$ cat config.mk
export PLATFORM = sky130hd
export DESIGN_NAME = int_sequencer
export DESIGN_NICKNAME = d
export VERILOG_FILES = /design/src/rtl/int_seq_pkg.sv /design/src/rtl/sync_ff.sv /design/src/rtl/int_sequencer.sv
export SDC_FILE = /design/constraint.sdc
export NUM_CORES = 1
export LEC_CHECK = 0
export BUFFER_PORTS_ARGS = -buffer_cell sky130_fd_sc_hd__buf_2
export CORE_UTILIZATION = 25
export CTS_BUF_LIST = sky130_fd_sc_hd__clkbuf_4 sky130_fd_sc_hd__clkbuf_8
export DETAILED_ROUTE_END_ITERATION = 6
export HOLD_SLACK_MARGIN = 0.05
export PLACE_DENSITY_LB_ADDON = 0.1
export RECOVER_POWER = 25
export SKIP_LAST_GASP = 1
export SYNTH_ARGS = -nofsm -noshare
export SYNTH_HDL_FRONTEND = slang
export SYNTH_SLANG_ARGS = --single-unit
$ cat constraint.sdc
create_clock -name clock_i -period 3.9 [get_ports clock_i]
set_input_delay 0.39 -clock clock_i [delete_from_list [all_inputs] [get_ports clock_i]]
set_output_delay 0.39 -clock clock_i [all_outputs]
set_load 0.1 [all_outputs]
$ cat src/rtl/int_seq_pkg.sv
// Shared encodings, constants and the output decode for the 6502 interrupt sequencer.
package int_seq_pkg;

  localparam int unsigned STEP_W = 3;
  localparam int unsigned KIND_W = 2;
  localparam int unsigned SEL_W  = 2;
  localparam int unsigned VEC_W  = 16;

  typedef enum logic [KIND_W-1:0] {
    KIND_RESET = 2'd0,
    KIND_NMI   = 2'd1,
    KIND_IRQ   = 2'd2,
    KIND_BRK   = 2'd3
  } seq_kind_e;

  typedef enum logic [SEL_W-1:0] {
    PUSH_PCH = 2'd0,
    PUSH_PCL = 2'd1,
    PUSH_P   = 2'd2
  } push_sel_e;

  typedef enum logic {
    ST_IDLE = 1'b0,
    ST_RUN  = 1'b1
  } seq_state_e;

  localparam logic [VEC_W-1:0] VEC_NMI   = 16'hFFFA;
  localparam logic [VEC_W-1:0] VEC_RESET = 16'hFFFC;
  localparam logic [VEC_W-1:0] VEC_IRQ   = 16'hFFFE;

  localparam logic [STEP_W-1:0] STEP_PUSH_FIRST = 3'd2;
  localparam logic [STEP_W-1:0] STEP_PUSH_MID   = 3'd3;
  localparam logic [STEP_W-1:0] STEP_PUSH_LAST  = 3'd4;
  localparam logic [STEP_W-1:0] STEP_VEC_LO     = 3'd5;
  localparam logic [STEP_W-1:0] STEP_LAST       = 3'd6;

  typedef struct packed {
    logic              active;
    logic [STEP_W-1:0] step;
    seq_kind_e         kind;
    logic              push_en;
    push_sel_e         push_sel;
    logic              b_flag;
    logic              vec_fetch;
    logic [VEC_W-1:0]  vec_addr;
    logic              done;
  } seq_out_t;

  // Strobes and vector address for a given sequencer state.
  function automatic seq_out_t seq_decode(input logic              active,
                                          input logic [STEP_W-1:0] step,
                                          input seq_kind_e         kind,
                                          input logic              nmi_vec);
    seq_out_t         o;
    logic [VEC_W-1:0] base;
    o        = '0;
    base     = nmi_vec ? VEC_NMI : ((kind == KIND_RESET) ? VEC_RESET : VEC_IRQ);
    o.active = active;
    o.step   = step;
    o.kind   = kind;
    case (step)
      STEP_PUSH_FIRST: o.push_sel = PUSH_PCH;
      STEP_PUSH_MID:   o.push_sel = PUSH_PCL;
      STEP_PUSH_LAST:  o.push_sel = PUSH_P;
      default:         o.push_sel = PUSH_PCH;
    endcase
    o.push_en   = active && (kind != KIND_RESET) &&
                  (step >= STEP_PUSH_FIRST) && (step <= STEP_PUSH_LAST);
    o.b_flag    = active && (kind == KIND_BRK);
    o.vec_fetch = active && (step >= STEP_VEC_LO);
    o.vec_addr  = base | VEC_W'(step == STEP_LAST);
    o.done      = active && (step == STEP_LAST);
    return o;
  endfunction

endpackage

$ cat src/rtl/sync_ff.sv
// Multi-stage synchroniser for one asynchronous level, with a configurable reset value.
module sync_ff #(
  parameter int unsigned STAGES    = 2,
  parameter logic        RESET_VAL = 1'b0
) (
  input  logic clk_i,
  input  logic rst_i,
  input  logic d_i,
  output logic q_o
);

  localparam int unsigned DEPTH = (STAGES < 2) ? 2 : STAGES;

  logic [DEPTH-1:0] stage_q;

  always_ff @(posedge clk_i or posedge rst_i) begin
    if (rst_i) begin
      stage_q <= {DEPTH{RESET_VAL}};
    end else begin
      stage_q <= {stage_q[DEPTH-2:0], d_i};
    end
  end

  assign q_o = stage_q[DEPTH-1];

endmodule

$ cat src/rtl/int_sequencer.sv
// Interrupt arbiter and 7-step 6502 interrupt sequence (pushes, then vector fetch).
module int_sequencer
  import int_seq_pkg::*;
#(
  parameter int unsigned        NUM_IRQ        = 3,
  parameter logic [NUM_IRQ-1:0] IrqBubblesMask = NUM_IRQ'(7),
  parameter int unsigned        SYNC_STAGES    = 2
) (
  input  logic               clock_i,
  input  logic               reset_i,
  input  logic               cycle_en_i,
  input  logic [NUM_IRQ-1:0] irq_lines_i,
  input  logic               nmi_line_i,
  input  logic               irq_mask_i,
  input  logic               sync_i,
  input  logic               brk_op_i,
  output logic               seq_active_o,
  output logic [STEP_W-1:0]  seq_step_o,
  output logic [KIND_W-1:0]  seq_kind_o,
  output logic               push_en_o,
  output logic [SEL_W-1:0]   push_sel_o,
  output logic               b_flag_o,
  output logic               vec_fetch_o,
  output logic [VEC_W-1:0]   vec_addr_o,
  output logic               set_i_o,
  output logic               seq_done_o,
  output logic [NUM_IRQ-1:0] irq_source_o
);

  logic [NUM_IRQ-1:0] irq_sync;
  logic [NUM_IRQ-1:0] irq_active;
  logic               irq_any;
  logic               nmi_sync;

  seq_state_e         state_q, state_d;
  logic [STEP_W-1:0]  step_q, step_d;
  seq_kind_e          kind_q, kind_d;
  logic               hijack_q, hijack_d;
  logic               nmi_latch_q, nmi_latch_d;
  logic               nmi_prev_q, nmi_prev_d;
  logic [NUM_IRQ-1:0] irq_src_q, irq_src_d;
  seq_out_t           out_q, out_d;
  logic               nmi_edge;
  logic               accept;

  // Synchronisers idle at the inactive level of each line.
  for (genvar i = 0; i < NUM_IRQ; i++) begin : g_irq_sync
    sync_ff #(
      .STAGES   (SYNC_STAGES),
      .RESET_VAL(IrqBubblesMask[i])
    ) u_sync (
      .clk_i(clock_i),
      .rst_i(reset_i),
      .d_i  (irq_lines_i[i]),
      .q_o  (irq_sync[i])
    );
  end

  sync_ff #(
    .STAGES   (SYNC_STAGES),
    .RESET_VAL(1'b1)
  ) u_nmi_sync (
    .clk_i(clock_i),
    .rst_i(reset_i),
    .d_i  (nmi_line_i),
    .q_o  (nmi_sync)
  );

  assign irq_active = irq_sync ^ IrqBubblesMask;
  assign irq_any    = |irq_active;

  // Next-state: NMI edge latch, boundary arbitration and step sequencing.
  always_comb begin
    state_d     = state_q;
    step_d      = step_q;
    kind_d      = kind_q;
    hijack_d    = hijack_q;
    nmi_latch_d = nmi_latch_q;
    nmi_prev_d  = nmi_prev_q;
    irq_src_d   = irq_src_q;
    accept      = 1'b0;
    nmi_edge    = cycle_en_i && nmi_prev_q && !nmi_sync;

    if (cycle_en_i) begin
      nmi_prev_d = nmi_sync;
    end
    if (nmi_edge) begin
      nmi_latch_d = 1'b1;
    end

    if (cycle_en_i) begin
      case (state_q)
        ST_IDLE: begin
          if (sync_i) begin
            if (nmi_latch_q) begin
              accept = 1'b1;
              kind_d = KIND_NMI;
            end else if (irq_any && !irq_mask_i) begin
              accept    = 1'b1;
              kind_d    = KIND_IRQ;
              irq_src_d = irq_active;
            end else if (brk_op_i) begin
              accept = 1'b1;
              kind_d = KIND_BRK;
            end
          end
          if (accept) begin
            state_d  = ST_RUN;
            step_d   = '0;
            hijack_d = 1'b0;
          end
        end
        ST_RUN: begin
          if (step_q == STEP_LAST) begin
            state_d = ST_IDLE;
            step_d  = '0;
          end else begin
            step_d = step_q + 3'd1;
            // Leaving the last push cycle: commit the vector base and consume the NMI.
            if (step_q == STEP_PUSH_LAST) begin
              if ((kind_q == KIND_IRQ || kind_q == KIND_BRK) && nmi_latch_d) begin
                hijack_d = 1'b1;
              end
              if (kind_q == KIND_NMI || hijack_d) begin
                nmi_latch_d = 1'b0;
              end
            end
          end
        end
        default: state_d = ST_IDLE;
      endcase
    end

    out_d = seq_decode(state_d == ST_RUN, step_d, kind_d,
                       (kind_d == KIND_NMI) || hijack_d);
  end

  always_ff @(posedge clock_i or posedge reset_i) begin
    if (reset_i) begin
      state_q     <= ST_RUN;
      step_q      <= '0;
      kind_q      <= KIND_RESET;
      hijack_q    <= 1'b0;
      nmi_latch_q <= 1'b0;
      nmi_prev_q  <= 1'b1;
      irq_src_q   <= '0;
      out_q       <= seq_decode(1'b1, '0, KIND_RESET, 1'b0);
    end else begin
      state_q     <= state_d;
      step_q      <= step_d;
      kind_q      <= kind_d;
      hijack_q    <= hijack_d;
      nmi_latch_q <= nmi_latch_d;
      nmi_prev_q  <= nmi_prev_d;
      irq_src_q   <= irq_src_d;
      out_q       <= out_d;
    end
  end

  assign seq_active_o = out_q.active;
  assign seq_step_o   = out_q.step;
  assign seq_kind_o   = out_q.kind;
  assign push_en_o    = out_q.push_en;
  assign push_sel_o   = out_q.push_sel;
  assign b_flag_o     = out_q.b_flag;
  assign vec_fetch_o  = out_q.vec_fetch;
  assign vec_addr_o   = out_q.vec_addr;
  assign set_i_o      = out_q.done;
  assign seq_done_o   = out_q.done;
  assign irq_source_o = irq_src_q;

endmodule

# Yosys cells after proc, flatten, opt, wreduce, memory -nomap -nowiden
# Index checks and enable logic that the tools add are counted.
[word_totals] regBits=42 inputBits=10 out_inout_bits=32
[classes] add_sub_neg=1 n_lt_le_gt_ge=3 n_eq_ne=10 mux=39 n_bitwise=4 n_reduce_logical=19
[op_table] op="two-way mux 1 bit" n=24
[op_table] op="bitwise OR 16 x 1 -> 16 bit" n=1
[op_table] op="two-way mux 2 bit" n=7
[op_table] op="== test 3 bit (second input constant)" n=4
[op_table] op="two-way mux 3 bit" n=4
[op_table] op="logical AND 1 bit" n=10
[op_table] op="== test 2 bit (second input constant)" n=3
[op_table] op="case mux 3 bit (2 select lines)" n=1
[op_table] op="AND reduction 5 bit" n=1
[op_table] op="== test 2 x 1 -> 1 bit (second input constant)" n=2
[op_table] op="case mux 1 bit (2 select lines)" n=2
[op_table] op="case mux 2 bit (2 select lines)" n=1
[op_table] op="adder 3 x 1 -> 3 bit (second input constant)" n=1
[op_table] op="== test 3 x 2 -> 1 bit (second input constant)" n=1
[op_table] op="greater-or-equal comparator 3 x 2 -> 1 bit (second input constant)" n=1
[op_table] op="greater-or-equal comparator 3 bit (second input constant)" n=1
[op_table] op="less-or-equal comparator 3 bit (second input constant)" n=1
[op_table] op="logical OR 1 bit" n=3
[op_table] op="NOT 3 bit" n=1
[op_table] op="OR reduction 3 bit" n=1
[op_table] op="logical NOT 1 bit" n=2
[op_table] op="logical NOT 2 bit" n=1
[op_table] op="NOT 1 bit" n=2
[op_table] op="nonzero test 2 bit" n=1

# Longest topological paths before layout
[logic_depth] ltp_word=16 mapped_depth=7

# Cells and area by module
# From an unflattened synthesis, not the netlist that was laid out.
[hier_totals] hier_cells=118 hier_area_um2=1357.6
[by_module_without_submodules] mod="int_sequencer" instances=1 cells_per_inst=106 area_per_inst_um2=1132.3 seq_area_each_um2=529.3
[by_module_without_submodules] mod="sync_ff" instances=4 cells_per_inst=3 area_per_inst_um2=56.3 seq_area_each_um2=52.6

# Least setup slack after synthesis
# No wires, ideal clock.
[synth_timing] path_type="reg-to-reg" startpoint="register, netlist name seq_step_o[1]" endpoint="register out_q (netlist bit seq_done_o)" setup_time_ps=119 arrival_ps=1833 required_time_ps=3781 slack_ps=1948 stages_incl_launch_ff=6 n_path_buf=0 synth_period_minus_slack_ps=1952 cell_sequence="dfrtp_1 -> nor2b_1 -> o21a_1 -> o211a_1 -> and2_4 -> and2_1"
[synth_lines] item="end signal: assignment" line_no="int_sequencer.sv:147" rtl="out_q <= seq_decode(1'b1, '0, KIND_RESET, 1'b0);"
[synth_lines] item="end signal: assignment" line_no="int_sequencer.sv:156" rtl="out_q <= out_d;"
[synth_lines] item="end: declaration" line_no="int_sequencer.sv:42" rtl="seq_out_t out_q, out_d;"

# Final worst setup path
[layout_timing] startpoint="register out_q (netlist bit seq_active_o)" endpoint="output seq_active_o"
[layout_lines] item="end: declaration" line_no="int_sequencer.sv:17" rtl="output logic seq_active_o,"
# No word-level cell between the ends.

==> results.tsv <==
stage	metric	value	unit
run_status	status	finished with violations	
run_status	violations	capacitance limit, slew limit	
cts	cts_hold_buf	0	
worst_setup_path	cp_cell_sequence	buf_2	
cts	clockBufferDepth	2	
timing	hold_slack	211	ps
yosys	netlist_area	0.00130	mm²
timing	worst_pin_slew	1530	ps
yosys	ys_seq_elements	29	
yosys	synth-async-reset-ratio	100	%
layout	syn_to_final_growth	20.8	%
floorplan	die_w	74.0	µm
routing	drtIter0Drc	25	
placed_design	dp.cells	199	
cts	cts_tree	yes	
worst_setup_path	cp_top_family	flip-flops	
layout	antenna_cells	0	
placed_design	port_buffers	28	
routing	drt-wirelength-per-cell	12.0	µm
routing	drc	0	
floorplan	ioPinCount	42	
yosys	yosys_warnings	0	
yosys	ys_top_cells_by_area	dfrtp_1 (35%), dfstp_2 (22%), buf_4 (8.7%)	
cts	numCtsBuffers	5	
layout	nNetsFinal	149	
worst_setup_path	slowest_stage	dfstp_2	
yosys	yosys.area.top_type_share	34.7	%
timing	finalCritPeriodShare	43.7	%
yosys	synth_top_area_cell	dfrtp_1	
routing	via_count	836	
timing	fin_crit	1700	ps
timing	setup-tns-final	0	ps
floorplan	die_y	74.0	µm
routing	via_per_inst	4.04	
global_routing	first_global_vias	881	
cts	cts_root_buf	clkbuf_8	
cts	clock_latency	280	ps
cts	h-tree-depth	2	
timing	maxSlewViolCount	30	
timing	rsz0062_at_grt	false	
global_routing	track_usage	10.3	%
floorplan	std_cell_rows	25	
flow_run	maxCapViolations	1	
layout	layout-drive-gt1-share	40.7	%
worst_setup_path	critPathCaptureType	primary output	
routing	drtPass1Iterations	2	
timing	finalHoldViolCount	0	
timing	relSlewSlack	-1.90	%
yosys	synth-edff-count	0	
layout	layout_commonest_cell	buf_2	
yosys	syn_inst	107	
placed_design	place_hpwl	1850	µm
global_routing	gr-total-overflow	0	
worst_setup_path	critPathMaxStageDelay	590	ps
worst_setup_path	crit_fanout	6	
layout	final_cell_count_no_fill	207	
global_routing	grt_first_pass_wirelength	4140	µm
timing	skew	6.39	ps
yosys	yosysSeqAreaShare	57.0	%
placed_design	gp_congestion	0.720	
layout	nFillCells	517	
global_routing	grt_max_degree	30	
global_routing	antenna_found_initial	0	
routing	wl	2490	µm
yosys	syn_avg_cell_area	12.1	µm²
worst_setup_path	path_buf_inv	1	
worst_setup_path	worstSetupPathType	flop to primary output	
worst_setup_path	startpoint_type	flop	
yosys	ys_types	40	
floorplan	core_area	0.00485	mm²
layout	final_cell_mix	buf_2 (28), dfrtp_1 (18), conb_1 (13), dfstp_2 (11), clkbuf_8 (6)	
yosys	synth_flop_cell	dfrtp_1	
cts	clkTransAtPathRegs	60	ps
cts	cts_resized	0	
floorplan	die_area	0.00548	mm²
routing	ant_nets	0	
cts	post_cts.repair.setup_buffers	0	
timing	setup_viol	0	
hold_path	hold_class	input pin to flop	
timing	clock.fmax	587	MHz
worst_setup_path	crit_arrival	1310	ps
worst_setup_path	required	3510	ps
cts	cts.sinks	29	
floorplan	initial_core_util	26.7	%
[cell usage after synthesis, drive strengths merged (2+ instances only)]
master,instances
inv,5
mux2i,3
buf,16
o2111ai,2
o21a,4
nor3,3
o21ai,3
and2,4
dfstp,11
nand2,6
and3,4
a21oi,2
nor2,6
nor2b,2
nor3b,2
dfrtp,18
[metal layers]
metal	global-route usage [%]	vias up	share of wire, %
li1	-	403	-
met1	12.4	405	45
met2	16.9	23	49
met3	2.98	5	4.2
met4	5.13	0	2.0
met5	0	-	0
[sequential cells by signal, indices dropped and copies added (netlist names)]
| signal | count |
|---|---|
| vec_fetch_o | 1 |
| vec_addr_o | 3 |
| nmi_prev_q | 1 |
| b_flag_o | 1 |
| seq_step_o | 3 |
| seq_done_o | 1 |
| nmi_latch_q | 1 |
| push_sel_o | 2 |
| g_irq_sync.u_sync.stage_q | 6 |
| seq_kind_o | 2 |
| irq_source_o | 3 |
| hijack_q | 1 |
| seq_active_o | 1 |
| push_en_o | 1 |
| u_nmi_sync.stage_q | 2 |
[cells by family after synthesis]
kind of cell,Yosys count,share of synthesized area [%]
compound gates,21,14.8
buf+inv,21,11.0
flops,29,57.0
mux,4,3.19
other cells,1,0.289
simple gates,31,13.7
[layout make-up]
type,count,area [µm²],share of cell area (%)
well taps,67,83.8,5.36
clock buffers,7,90.1,5.76
clock inverters,1,30.0,1.92
flip-flops and latches,29,739,47.2
inverters,5,18.8,1.20
multi-input cells,69,459,29.3
repair buffers,29,144,9.19
[metrics by stage]
stage | setup slack (ps) | util (%) | area [µm²]
final | 2200 | 32.3 | 1570
after detailed placement | 2260 | 29.9 | 1450
after global routing | 2030 | 32.3 | 1570
after CTS | 2180 | 32.4 | 1570
after global placement | 2260 | 29.9 | 1450
after floorplan | 1950 | - | 1340
[final timing paths]
check,start,to,slack (ps),depth (start not counted)
worst min register to register,u_nmi_sync.stage_q[0],u_nmi_sync.stage_q[1],360,0
worst max register to register,seq_active_o,seq_done_o,2300,5
worst max-delay path,seq_active_o,seq_active_o,2200,1
max in group asynchronous,reset_i,irq_source_o[2],2380,3
worst min-delay path,irq_lines_i[1],g_irq_sync[1].u_sync.stage_q[0],210,1
min in group asynchronous,reset_i,seq_step_o[0],630,3
Power is not shown: default switching activity piles up to over one toggle a cycle in this logic, so the estimate is an artifact.
